### src/rtl/serial_add_pkg.sv
// Shared types and helpers for the bit-serial add sequencer.
package serial_add_pkg;

  typedef enum logic [1:0] {
    Idle = 2'd0,
    Run  = 2'd1,
    Done = 2'd2
  } state_e;

  // Width of a counter covering 0..n-1, never narrower than one bit.
  function automatic int unsigned cnt_width(input int unsigned n);
    return (n <= 1) ? 1 : $clog2(n);
  endfunction

endpackage

### src/rtl/serial_add_sequencer.sv
// Feeds two operands LSB-first into an external one-bit adder, chaining the carry,
// and collects the sum bits into a result presented on a valid/ready handshake.
module serial_add_sequencer
  import serial_add_pkg::*;
#(
  parameter int unsigned WIDTH         = 8,
  parameter int unsigned ADDER_LATENCY = 1
) (
  input  logic             clk,
  input  logic             rst_n,
  input  logic             in_valid,
  output logic             in_ready,
  input  logic [WIDTH-1:0] in_a,
  input  logic [WIDTH-1:0] in_b,
  input  logic             in_cin,
  output logic             add_a,
  output logic             add_b,
  output logic             add_cin,
  input  logic             add_sum,
  input  logic             add_cout,
  output logic             out_valid,
  input  logic             out_ready,
  output logic [WIDTH-1:0] out_sum,
  output logic             out_cout
);

  localparam int unsigned IdxW = cnt_width(WIDTH);
  localparam int unsigned LatW = cnt_width(ADDER_LATENCY + 1);
  localparam logic [IdxW-1:0] BitMax = IdxW'(WIDTH - 1);
  localparam logic [LatW-1:0] LatMax = LatW'(ADDER_LATENCY);

  state_e            state_q, state_d;
  logic [WIDTH-1:0]  a_sh_q, a_sh_d;
  logic [WIDTH-1:0]  b_sh_q, b_sh_d;
  logic [WIDTH-1:0]  res_sh_q, res_sh_d;
  logic              carry_q, carry_d;
  logic [IdxW-1:0]   bit_idx_q, bit_idx_d;
  logic [LatW-1:0]   lat_cnt_q, lat_cnt_d;
  logic              add_a_q, add_b_q, add_cin_q;

  always_comb begin
    state_d   = state_q;
    a_sh_d    = a_sh_q;
    b_sh_d    = b_sh_q;
    res_sh_d  = res_sh_q;
    carry_d   = carry_q;
    bit_idx_d = bit_idx_q;
    lat_cnt_d = lat_cnt_q;
    unique case (state_q)
      Idle: begin
        if (in_valid) begin
          a_sh_d    = in_a;
          b_sh_d    = in_b;
          carry_d   = in_cin;
          bit_idx_d = '0;
          lat_cnt_d = '0;
          state_d   = Run;
        end
      end
      Run: begin
        if (lat_cnt_q == LatMax) begin
          res_sh_d  = {add_sum, res_sh_q[WIDTH-1:1]};
          carry_d   = add_cout;
          a_sh_d    = a_sh_q >> 1;
          b_sh_d    = b_sh_q >> 1;
          lat_cnt_d = '0;
          bit_idx_d = bit_idx_q + IdxW'(1);
          if (bit_idx_q == BitMax) state_d = Done;
        end else begin
          lat_cnt_d = lat_cnt_q + LatW'(1);
        end
      end
      Done: begin
        if (out_ready) state_d = Idle;
      end
      default: state_d = Idle;
    endcase
  end

  always_ff @(posedge clk or negedge rst_n) begin
    if (!rst_n) begin
      state_q   <= Idle;
      a_sh_q    <= '0;
      b_sh_q    <= '0;
      res_sh_q  <= '0;
      carry_q   <= 1'b0;
      bit_idx_q <= '0;
      lat_cnt_q <= '0;
      add_a_q   <= 1'b0;
      add_b_q   <= 1'b0;
      add_cin_q <= 1'b0;
    end else begin
      state_q   <= state_d;
      a_sh_q    <= a_sh_d;
      b_sh_q    <= b_sh_d;
      res_sh_q  <= res_sh_d;
      carry_q   <= carry_d;
      bit_idx_q <= bit_idx_d;
      lat_cnt_q <= lat_cnt_d;
      // Adder drive is flopped from next state so it cannot glitch mid-window.
      add_a_q   <= (state_d == Run) & a_sh_d[0];
      add_b_q   <= (state_d == Run) & b_sh_d[0];
      add_cin_q <= (state_d == Run) & carry_d;
    end
  end

  assign add_a     = add_a_q;
  assign add_b     = add_b_q;
  assign add_cin   = add_cin_q;
  assign in_ready  = (state_q == Idle);
  assign out_valid = (state_q == Done);
  assign out_sum   = (state_q == Done) ? res_sh_q : '0;
  assign out_cout  = (state_q == Done) & carry_q;

endmodule
### config.mk
export PLATFORM = sky130hd
export DESIGN_NAME = serial_add_sequencer
export DESIGN_NICKNAME = d
export VERILOG_FILES = /design/src/rtl/serial_add_pkg.sv /design/src/rtl/serial_add_sequencer.sv
export SDC_FILE = /design/constraint.sdc
export NUM_CORES = 1
export LEC_CHECK = 0
export CORE_AREA = 4 4 49 95
export CTS_BUF_LIST = sky130_fd_sc_hd__clkbuf_4 sky130_fd_sc_hd__clkbuf_8
export CTS_CLUSTER_DIAMETER = 200
export DETAILED_ROUTE_END_ITERATION = 10
export DIE_AREA = 0 0 53 99
export HOLD_SLACK_MARGIN = 0.08
export MAX_ROUTING_LAYER = met4
export PLACE_DENSITY = 0.76
export RECOVER_POWER = 50
export SKIP_LAST_GASP = 1
export SLEW_MARGIN = 20
export SYNTH_ARGS = -nofsm -noshare
export SYNTH_HDL_FRONTEND = slang
export SYNTH_SLANG_ARGS = --single-unit
export TNS_END_PERCENT = 10
### constraint.sdc
create_clock -name clk -period 3.2 [get_ports clk]
set_input_delay 0.48 -clock clk [delete_from_list [all_inputs] [get_ports clk]]
set_output_delay 0.48 -clock clk [all_outputs]
set_load 0.01 [all_outputs]
==> results of run 1 <==
## final cells by class
type                    instances  area (µm²)  share of cell area [%]
flip-flops and latches         34         851                    41.5
multi-input cells             105         652                    31.8
repair buffers                 39         379                    18.5
clock buffers                   7        90.1                    4.39
well taps                      51        63.8                    3.11
inverters                       3        11.3                   0.549
clock inverters                 1        5.00                   0.244
## layout by cell type (no fill, tap or decap), types with 2 or more instances in the layout
cell type	n
clkdlybuf4s50_1	34
nand2_1	41
nand3_1	5
a21oi_1	3
ha_1	2
dfrtp_1	34
and2_1	9
inv_1	3
buf_4	2
a22oi_1	15
dlygate4sd3_1	2
clkbuf_8	6
nand3_2	10
nor2_1	2
a22o_1	6
## worst reg2reg max path: stages (launching register included)
cell	delay (ns)
dfrtp_1	0.58
and3b_1	0.61
buf_4	0.28
a22oi_1	0.10
a21oi_1	0.16
## metal layers
layer / wire length [µm] / vias to the layer above / global-route usage, %
met4: 104 / 0 / 7.48
met5: 0 / - / -
met2: 1810 / 28 / 23.9
met3: 138 / 9 / 3.63
li1: - / 591 / -
met1: 1310 / 601 / 17.6
## how the worst max path moves through the flow
stage / endpoint / startpoint / cells past startpoint / slack (ns)
after floorplan: out_cout / state_q[0] / 4 / 1.57
after global placement: bit_idx_q[0] / in_valid / 4 / 1.05
after detailed placement: bit_idx_q[0] / in_valid / 4 / 1.02
after CTS: out_sum[1] / state_q[0] / 3 / 0.77
after global routing: res_sh_q[1] / rst_n / 2 / 0.60
final: out_cout / state_q[0] / 3 / 0.80
## kinds of logic after synthesis
kind of cell             synth area share (%)
multiplexers                            0.701
AO/OA/AOI/OAI                            12.9
adder cells (fa/ha/maj)                  1.56
AND/OR/NAND/NOR                          25.4
buffers and inverters                    6.46
flip-flops                               53.0
## power by group through the flow
stage                     clock network [W]  registers (W)  logic [W]
after floorplan                           0       0.000703   0.000574
after global routing               0.000352       0.000761   0.000785
final                              0.000330       0.000737   0.000688
after detailed placement                  0       0.000743   0.000695
after global placement                    0       0.000737   0.000667
after CTS                          0.000336       0.000737   0.000697
## registers in the layout, summed over array words and instances, names as in the netlist
name,cells
a_sh_q,8
b_sh_q,8
res_sh_q,8
bit_idx_q,3
state_q,2
add_a,1
add_b,1
add_cin,1
carry_q,1
lat_cnt_q,1
## per-stage QoR
step / cells / hold slack, ns
after floorplan: 153 / 0.184
after global placement: 232 / 0.452
after detailed placement: 232 / 0.455
after CTS: 240 / 0.471
after global routing: 240 / 0.504
final: 240 / 0.465
==> run_results.csv, run 1 <==
group,metric,value,unit
route,drc,0,
cts,htree_levels,2,
synthesis,yosys-top-cells-count,"nand2_1, dfrtp_1, a22oi_1",
synthesis,yosysMostFrequentCell,"nand2_1",
die,core_area,3880,µm²
synthesis,synth-edff-count,0,
power,p_int,0.00108,W
hold_path,hold_depth,2,
cts,cts_root_buf,"clkbuf_8",
timing,maxSlewHeadroom,-16.7,%
power,cellPowerDensity,855,nW/µm²
cts,cts_setup_buffers,0,
power,p_switching,0.000670,W
global_routing,grt_max_degree,35,
die,initial_utilization,41.4,%
die,dieHeight,99,µm
cts,tritoncts,"done",
finish,layout-drive-gt1-share,12.2,%
synthesis,ys_seq_area_share,53.0,%
route,ant_nets,0,
synthesis,yosys.area.top_type_share,53.0,%
route,vias,1229,
cts,cts-buffers-inserted,5,
die,die_w,53,µm
finish,diodes,0,
timing,rsz0062_at_grt,"false",
power,clkPwrFrac,18.8,%
power,sequentialPowerShare,42.0,%
cts,path_clk_slew,0.07,ns
critical_path,reg2reg_depth,4,
place,place_hpwl,2430,µm
route,drt-total-wl,3360,µm
timing,hold_viol,0,
synthesis,yosysTopAreaCell,"dfrtp_1",
die,rows,32,
place,port_buffers,36,
global_routing,grt_first_pass_wirelength,5650,µm
critical_path,crit_arrival,1.92,ns
run_status,violations,"capacitance limit, slew limit",
hold_path,min_to,"res_sh_q[0]",
synthesis,ys_types,28,
synthesis,synth.avg_cell_area,10.5,µm²
synthesis,syn_nets,178,
place,place.gp.congestion,0.767,
finish,syn2layout_area_growth,27.7,%
critical_path,path_cells,"and2b_1 -> and2_1 -> clkdlybuf4s50_1",
hold_path,hold_path_class,"flop to flop",
timing,finalSetupViolCount,0,
synthesis,synth.area.top_cells,"dfrtp_1, nand2_1, a22oi_1",
timing,min_period_over_period,74.8,%
finish,nFillCells,379,
power,ir_drop,560,µV
die,num_io_pins,37,
hold_path,hp-start,"res_sh_q[0]",
finish,num-nets-final,213,
synthesis,yosys_warnings,0,
timing,worst-slew-pin-transition,1.75,ns
route,wl_per_cell,14.0,µm
critical_path,r2r-start,"state_q[0]",
power,combinationalPowerShare,39.2,%
power,power_leakage,0.968,nW
critical_path,rr_endpoint,"add_a",
global_routing,overflow,0,
timing,clock_skew,0.00670,ns
finish,final_util,52.8,%
finish,design_area,2050,µm²
critical_path,end_kind,"output port",
place,post-place-ws,1.02,ns
route,drtIter0Drc,22,
timing,setup-tns-final,0,ns
global_routing,track_usage,15.2,%
run,max_cap_violations,1,
cts,cts_hold_buf,0,
power,fin_total_pwr,0.00175,W
synthesis,synthCells,153,
route,viasPerCell,5.12,
critical_path,cpPeakStageDelay,0.53,ns
critical_path,path_max_fanout,11,
timing,period_minus_slack,2.40,ns
critical_path,cp.required,2.72,ns
cts,clock_path_buffers,2,
synthesis,synth_seq_cells,34,
global_routing,grt_pass1_vias,1218,
timing,drv_slew,35,
run_status,status,"finished, violations left",
timing,finalWorstSetupSlack,0.805,ns
critical_path,crit_slowest_cell,"clkdlybuf4s50_1",
synthesis,async_reset_ff_share,100,%
timing,fmax,0.418,GHz
power,swShare,38.2,%
global_routing,antenna_found_initial,0,
place,placed_area,1960,µm²
die,die_area,5250,µm²
route,drt_pre_antenna_iters,4,
critical_path,reg2reg_slack,1.39,ns
synthesis,netlist_area,1610,µm²
critical_path,worstPathBufferInverterCount,1,
critical_path,worstSetupStartpointType,"flop",
cts,cts_sinks,34,
cts,clk_latency,0.28,ns
critical_path,critPathTopFamily,"simple AND/OR/NAND/NOR gates",
synthesis,synth_flop_cell,"dfrtp_1",
critical_path,crit_type,"flop to output port",
cts,cts_resized,0,
No activity file was read; power rests on OpenSTA's default activity.
==> inputs of run 2 (changes only) <==
==> constraint.sdc (replaced) <==
create_clock -name clk -period 2.4 [get_ports clk]
set_input_delay 0.36 -clock clk [delete_from_list [all_inputs] [get_ports clk]]
set_output_delay 0.36 -clock clk [all_outputs]
set_load 0.01 [all_outputs]
==> run_results.csv, run 2 (same netlist as run 1, synthesis figures left out) <==
group,metric,value,unit
finish,mostFrequentLayoutCells,"nand2_1, clkdlybuf4s50_1, dfrtp_1",
run,max_cap_violations,0,
global_routing,overflow,0,
die,die_area,5250,µm²
die,num_io_pins,37,
finish,final_common_cell,"nand2_1",
critical_path,crit_arrival,1.82,ns
critical_path,crit_slowest_cell,"clkdlybuf4s50_1",
cts,cts_root_buf,"clkbuf_8",
timing,period_minus_slack,2.18,ns
power,cellPowerDensity,1120,nW/µm²
global_routing,grt_max_degree,35,
cts,tritoncts,"done",
global_routing,track_usage,14.7,%
power,sequentialPowerShare,42.5,%
power,power_leakage,0.969,nW
place,port_buffers,36,
power,p_int,0.00143,W
run_status,status,"finished clean",
finish,seq_area,851,µm²
critical_path,path_cells,"and2b_2 -> and2_1 -> clkdlybuf4s50_1",
timing,hold_viol,0,
cts,clock_path_buffers,2,
timing,clock_skew,0.00725,ns
critical_path,cp.required,2.04,ns
power,swShare,37.8,%
route,drt_pre_antenna_iters,4,
global_routing,grt_first_pass_wirelength,5550,µm
finish,multi_input_area,653,µm²
power,fin_total_pwr,0.00230,W
critical_path,worstSetupStartpointType,"flop",
route,vias,1199,
timing,worst-slew-pin-transition,0.834,ns
cts,cts_resized,0,
die,dieHeight,99,µm
finish,fin_cells,240,
cts,cts-buffers-inserted,5,
route,drc,0,
hold_path,hold_depth,2,
cts,clk_latency,0.28,ns
cts,cts_sinks,34,
route,ant_nets,0,
critical_path,end_kind,"output port",
finish,design_area,2050,µm²
finish,reg.largest.list,"a_sh_q (8), b_sh_q (8), res_sh_q (8)",
critical_path,path_max_fanout,11,
place,place.gp.congestion,0.790,
place,placed_area,1970,µm²
route,drtIter0Drc,34,
die,core_area,3880,µm²
timing,finalSetupViolCount,0,
cts,path_clk_slew,0.07,ns
die,die_w,53,µm
route,wl_per_cell,13.6,µm
finish,nFillCells,393,
timing,drv_slew,0,
finish,diodes,0,
power,clkPwrFrac,17.9,%
timing,fmax,0.459,GHz
cts,cts_hold_buf,0,
finish,num-nets-final,214,
timing,setup-tns-final,0,ns
finish,syn2layout_area_growth,27.6,%
power,combinationalPowerShare,39.6,%
global_routing,antenna_found_initial,0,
power,ir_drop,838,µV
power,p_switching,0.000868,W
critical_path,cpPeakStageDelay,0.53,ns
timing,rsz0062_at_grt,"false",
hold_path,hold_path_class,"flop to flop",
route,drt-total-wl,3260,µm
place,place_hpwl,2350,µm
critical_path,crit_type,"flop to output port",
timing,maxSlewHeadroom,44.4,%
finish,layout-drive-gt1-share,13.2,%
critical_path,reg2reg_slack,0.74,ns
finish,final_util,52.8,%
critical_path,reg2reg_depth,3,
timing,min_period_over_period,90.7,%
die,initial_utilization,41.4,%
global_routing,grt_pass1_vias,1217,
die,rows,32,
place,place_inst,233,
cts,cts_setup_buffers,0,
cts,htree_levels,2,
route,viasPerCell,5.00,
[run 2: changes by cell type in the layout (fill, tap and decap cells not counted), sizes merged]
cell	previous run	this run
dlygate4sd3	2	1
clkinv	1	0
buf	2	3
clkdlybuf4s50	34	35
[run 2: power by group through the flow]
stage / Clock (W) / Sequential, W / Combinational (W)
2_1_floorplan: 0 / 0.000937 / 0.000765
3_3_place_gp: 0 / 0.000982 / 0.000903
3_5_place_dp: 0 / 0.000989 / 0.000926
4_1_cts: 0.000424 / 0.000980 / 0.000929
5_1_grt: 0.000450 / 0.00102 / 0.00104
6_report: 0.000410 / 0.000978 / 0.000911
[run 2: worst paths after layout]
check                            startpoint      endpoint
min in group asynchronous             rst_n  bit_idx_q[2]
worst min register to register  res_sh_q[0]   res_sh_q[0]
worst max register to register   state_q[0]       add_cin
worst min-delay path            res_sh_q[0]   res_sh_q[0]
max in group asynchronous             rst_n     b_sh_q[4]
worst max-delay path             state_q[0]      out_cout
[run 2: critical path: cells and delay by family, from the launching register on]
family / cells / cell delay [ns]
buffers and inverters: 1 / 0.53
and+or+nand+nor: 2 / 0.51
DFF: 1 / 0.50
[run 2: routing by layer]
| metal | GRT usage [%] | part of all wire, % | vias to the layer above |
|---|---|---|---|
| met2 | 24.0 | 55 | 24 |
| li1 | - | - | 592 |
| met4 | 5.91 | 2.0 | 0 |
| met5 | - | 0 | - |
| met1 | 16.5 | 39 | 579 |
| met3 | 3.78 | 4.1 | 4 |
[run 2: metrics by stage]
stage          worst slack, ns  hold WS [ns]
3_3_place_gp             0.438         0.454
4_1_cts                  0.118         0.470
3_5_place_dp             0.417         0.454
6_report                 0.224         0.466
5_1_grt                 0.0891         0.525
2_1_floorplan            0.886        0.0644
[run 2: cell type report]
type	count	share of cell area [%]
clock buffers	7	4.09
inverters	3	0.549
repair buffers	40	18.9
flip-flops and latches	34	41.5
multi-input cells	105	31.8
well taps	51	3.11
==> inputs of run 3 (changes only) <==
--- a/config.mk
+++ b/config.mk
@@ -10,6 +10,7 @@
 export CTS_CLUSTER_DIAMETER = 200
 export DETAILED_ROUTE_END_ITERATION = 10
 export DIE_AREA = 0 0 53 99
+export GPL_TIMING_DRIVEN = 0
 export HOLD_SLACK_MARGIN = 0.08
 export MAX_ROUTING_LAYER = met4
 export PLACE_DENSITY = 0.76
==> run_results.csv, run 3 (same netlist as run 1, synthesis figures left out) <==
group,metric,value,unit
power,combinationalPowerShare,42.3,%
power,p_switching,0.000899,W
global_routing,grt_first_pass_wirelength,5800,µm
cts,cts_resized,0,
cts,htree_levels,2,
die,num_io_pins,37,
timing,maxSlewHeadroom,40.3,%
power,sequentialPowerShare,39.3,%
die,initial_utilization,41.4,%
route,drt_pre_antenna_iters,4,
timing,worst-slew-pin-transition,0.896,ns
die,core_area,3880,µm²
run,max_cap_violations,0,
place,port_buffers,36,
route,drtIter0Drc,16,
die,die_area,5250,µm²
power,p_int,0.00152,W
timing,min_period_over_period,92.6,%
die,rows,32,
route,viasPerCell,4.96,
finish,diodes,0,
route,drt-total-wl,3330,µm
cts,cts_root_buf,"clkbuf_8",
timing,hold_viol,0,
critical_path,crit_slowest_cell,"clkdlybuf4s50_1",
timing,drv_slew,0,
route,vias,1235,
place,place.gp.congestion,0.781,
cts,path_clk_slew,0.07,ns
cts,clock_path_buffers,2,
finish,syn2layout_area_growth,32.9,%
power,power_leakage,1.02,nW
finish,mostFrequentLayoutCells,"nand2_1, clkdlybuf4s50_1, dfrtp_1",
power,swShare,37.2,%
finish,final_common_cell,"nand2_1",
critical_path,crit_arrival,1.86,ns
critical_path,path_cells,"buf_6 -> and2b_1 -> and2_1 -> clkdlybuf4s50_1",
critical_path,cp.required,2.04,ns
route,drc,0,
die,dieHeight,99,µm
global_routing,overflow,0,
critical_path,reg2reg_slack,0.75,ns
route,wl_per_cell,13.4,µm
hold_path,min_to,"res_sh_q[0]",
global_routing,track_usage,15.4,%
finish,num-nets-final,222,
route,ant_nets,0,
critical_path,crit_type,"flop to output port",
hold_path,hp-start,"res_sh_q[0]",
critical_path,r2r-start,"state_q[1]",
critical_path,reg2reg_depth,6,
global_routing,grt_pass1_vias,1340,
critical_path,worstPathBufferInverterCount,2,
cts,cts_sinks,34,
cts,cts-buffers-inserted,5,
power,clkPwrFrac,18.4,%
timing,fmax,0.450,GHz
critical_path,end_kind,"output port",
die,die_w,53,µm
finish,fin_cells,249,
place,place_hpwl,2540,µm
cts,tritoncts,"done",
global_routing,antenna_found_initial,0,
timing,finalSetupViolCount,0,
hold_path,hold_depth,2,
power,cellPowerDensity,1130,nW/µm²
finish,reg.largest.list,"a_sh_q (8), b_sh_q (8), res_sh_q (8)",
cts,cts_setup_buffers,0,
run_status,status,"finished clean",
critical_path,critPathTopFamily,"buffers and inverters",
critical_path,path_max_fanout,11,
timing,setup-tns-final,0,ns
critical_path,rr_endpoint,"a_sh_q[6]",
timing,clock_skew,0.00276,ns
power,ir_drop,710,µV
hold_path,hold_path_class,"flop to flop",
critical_path,cpPeakStageDelay,0.53,ns
critical_path,worstSetupStartpointType,"flop",
finish,layout-drive-gt1-share,14.6,%
timing,rsz0062_at_grt,"false",
place,place_inst,241,
global_routing,grt_max_degree,19,
cts,clk_latency,0.29,ns
timing,period_minus_slack,2.22,ns
## run 3: timing repair
item,CTS,global route
hold endpoints to repair,16,0
hold buffers,1,0
setup endpoints to repair,4,0
## run 3: how the worst max path moves through the flow
stage	start	end	slack (ns)	cells past startpoint
floorplan	state_q[0]	out_cout	0.89	4
global placement	rst_n	a_sh_q[4]	0.26	1
detailed placement	state_q[0]	out_cout	0.32	5
CTS	state_q[0]	out_cout	0.12	4
global route	rst_n	a_sh_q[4]	0.03	3
finish	state_q[0]	out_sum[0]	0.18	4
## run 3: layout make-up
| class | instances | area [µm²] |
|---|---|---|
| Multi-Input combinational cell | 105 | 652 |
| Tap cell | 51 | 63.8 |
| Timing Repair Buffer | 38 | 377 |
| Sequential cell | 34 | 851 |
| Buffer | 10 | 86.3 |
| Inverter | 3 | 11.3 |
| Clock inverter | 1 | 5.00 |
| Fill cell | 368 | 1750 |
| Clock buffer | 7 | 90.1 |
## run 3: worst min-delay path: stages, from the launching register on
cell	delay, ns
dfrtp_1	0.34
nand2_1	0.05
nand2_1	0.05
## run 3: routing by layer
layer  up-vias  share of wire [%]  GRT usage (%)
met4         0                2.8           8.86
met2        28                 55           25.9
li1        615                  -              -
met3         6                4.9           3.93
met1       586                 37           15.3
met5         -                  0              -
## run 3: metrics by stage
| step | cell area [µm²] | setup slack [ns] | hold WS (ns) | util (%) | total power [W] |
|---|---|---|---|---|---|
| 4_1_cts | 2150 | 0.124 | 0.471 | 55.5 | 0.00247 |
| 3_5_place_dp | 2050 | 0.318 | 0.325 | 52.9 | 0.00201 |
| 2_1_floorplan | 1610 | 0.886 | 0.0644 | - | 0.00170 |
| 6_report | 2140 | 0.179 | 0.465 | 55.0 | 0.00242 |
| 3_3_place_gp | 2030 | 0.262 | 0.453 | 52.3 | 0.00197 |
| 5_1_grt | 2140 | 0.0288 | 0.520 | 55.0 | 0.00262 |
## run 3: power by group through the flow
stage | registers, W | clock network, W | logic, W
floorplan | 0.000937 | 0 | 0.000765
global placement | 0.000954 | 0 | 0.00101
detailed placement | 0.000961 | 0 | 0.00105
CTS | 0.000953 | 0.000462 | 0.00105
global route | 0.000982 | 0.000482 | 0.00116
finish | 0.000950 | 0.000445 | 0.00102
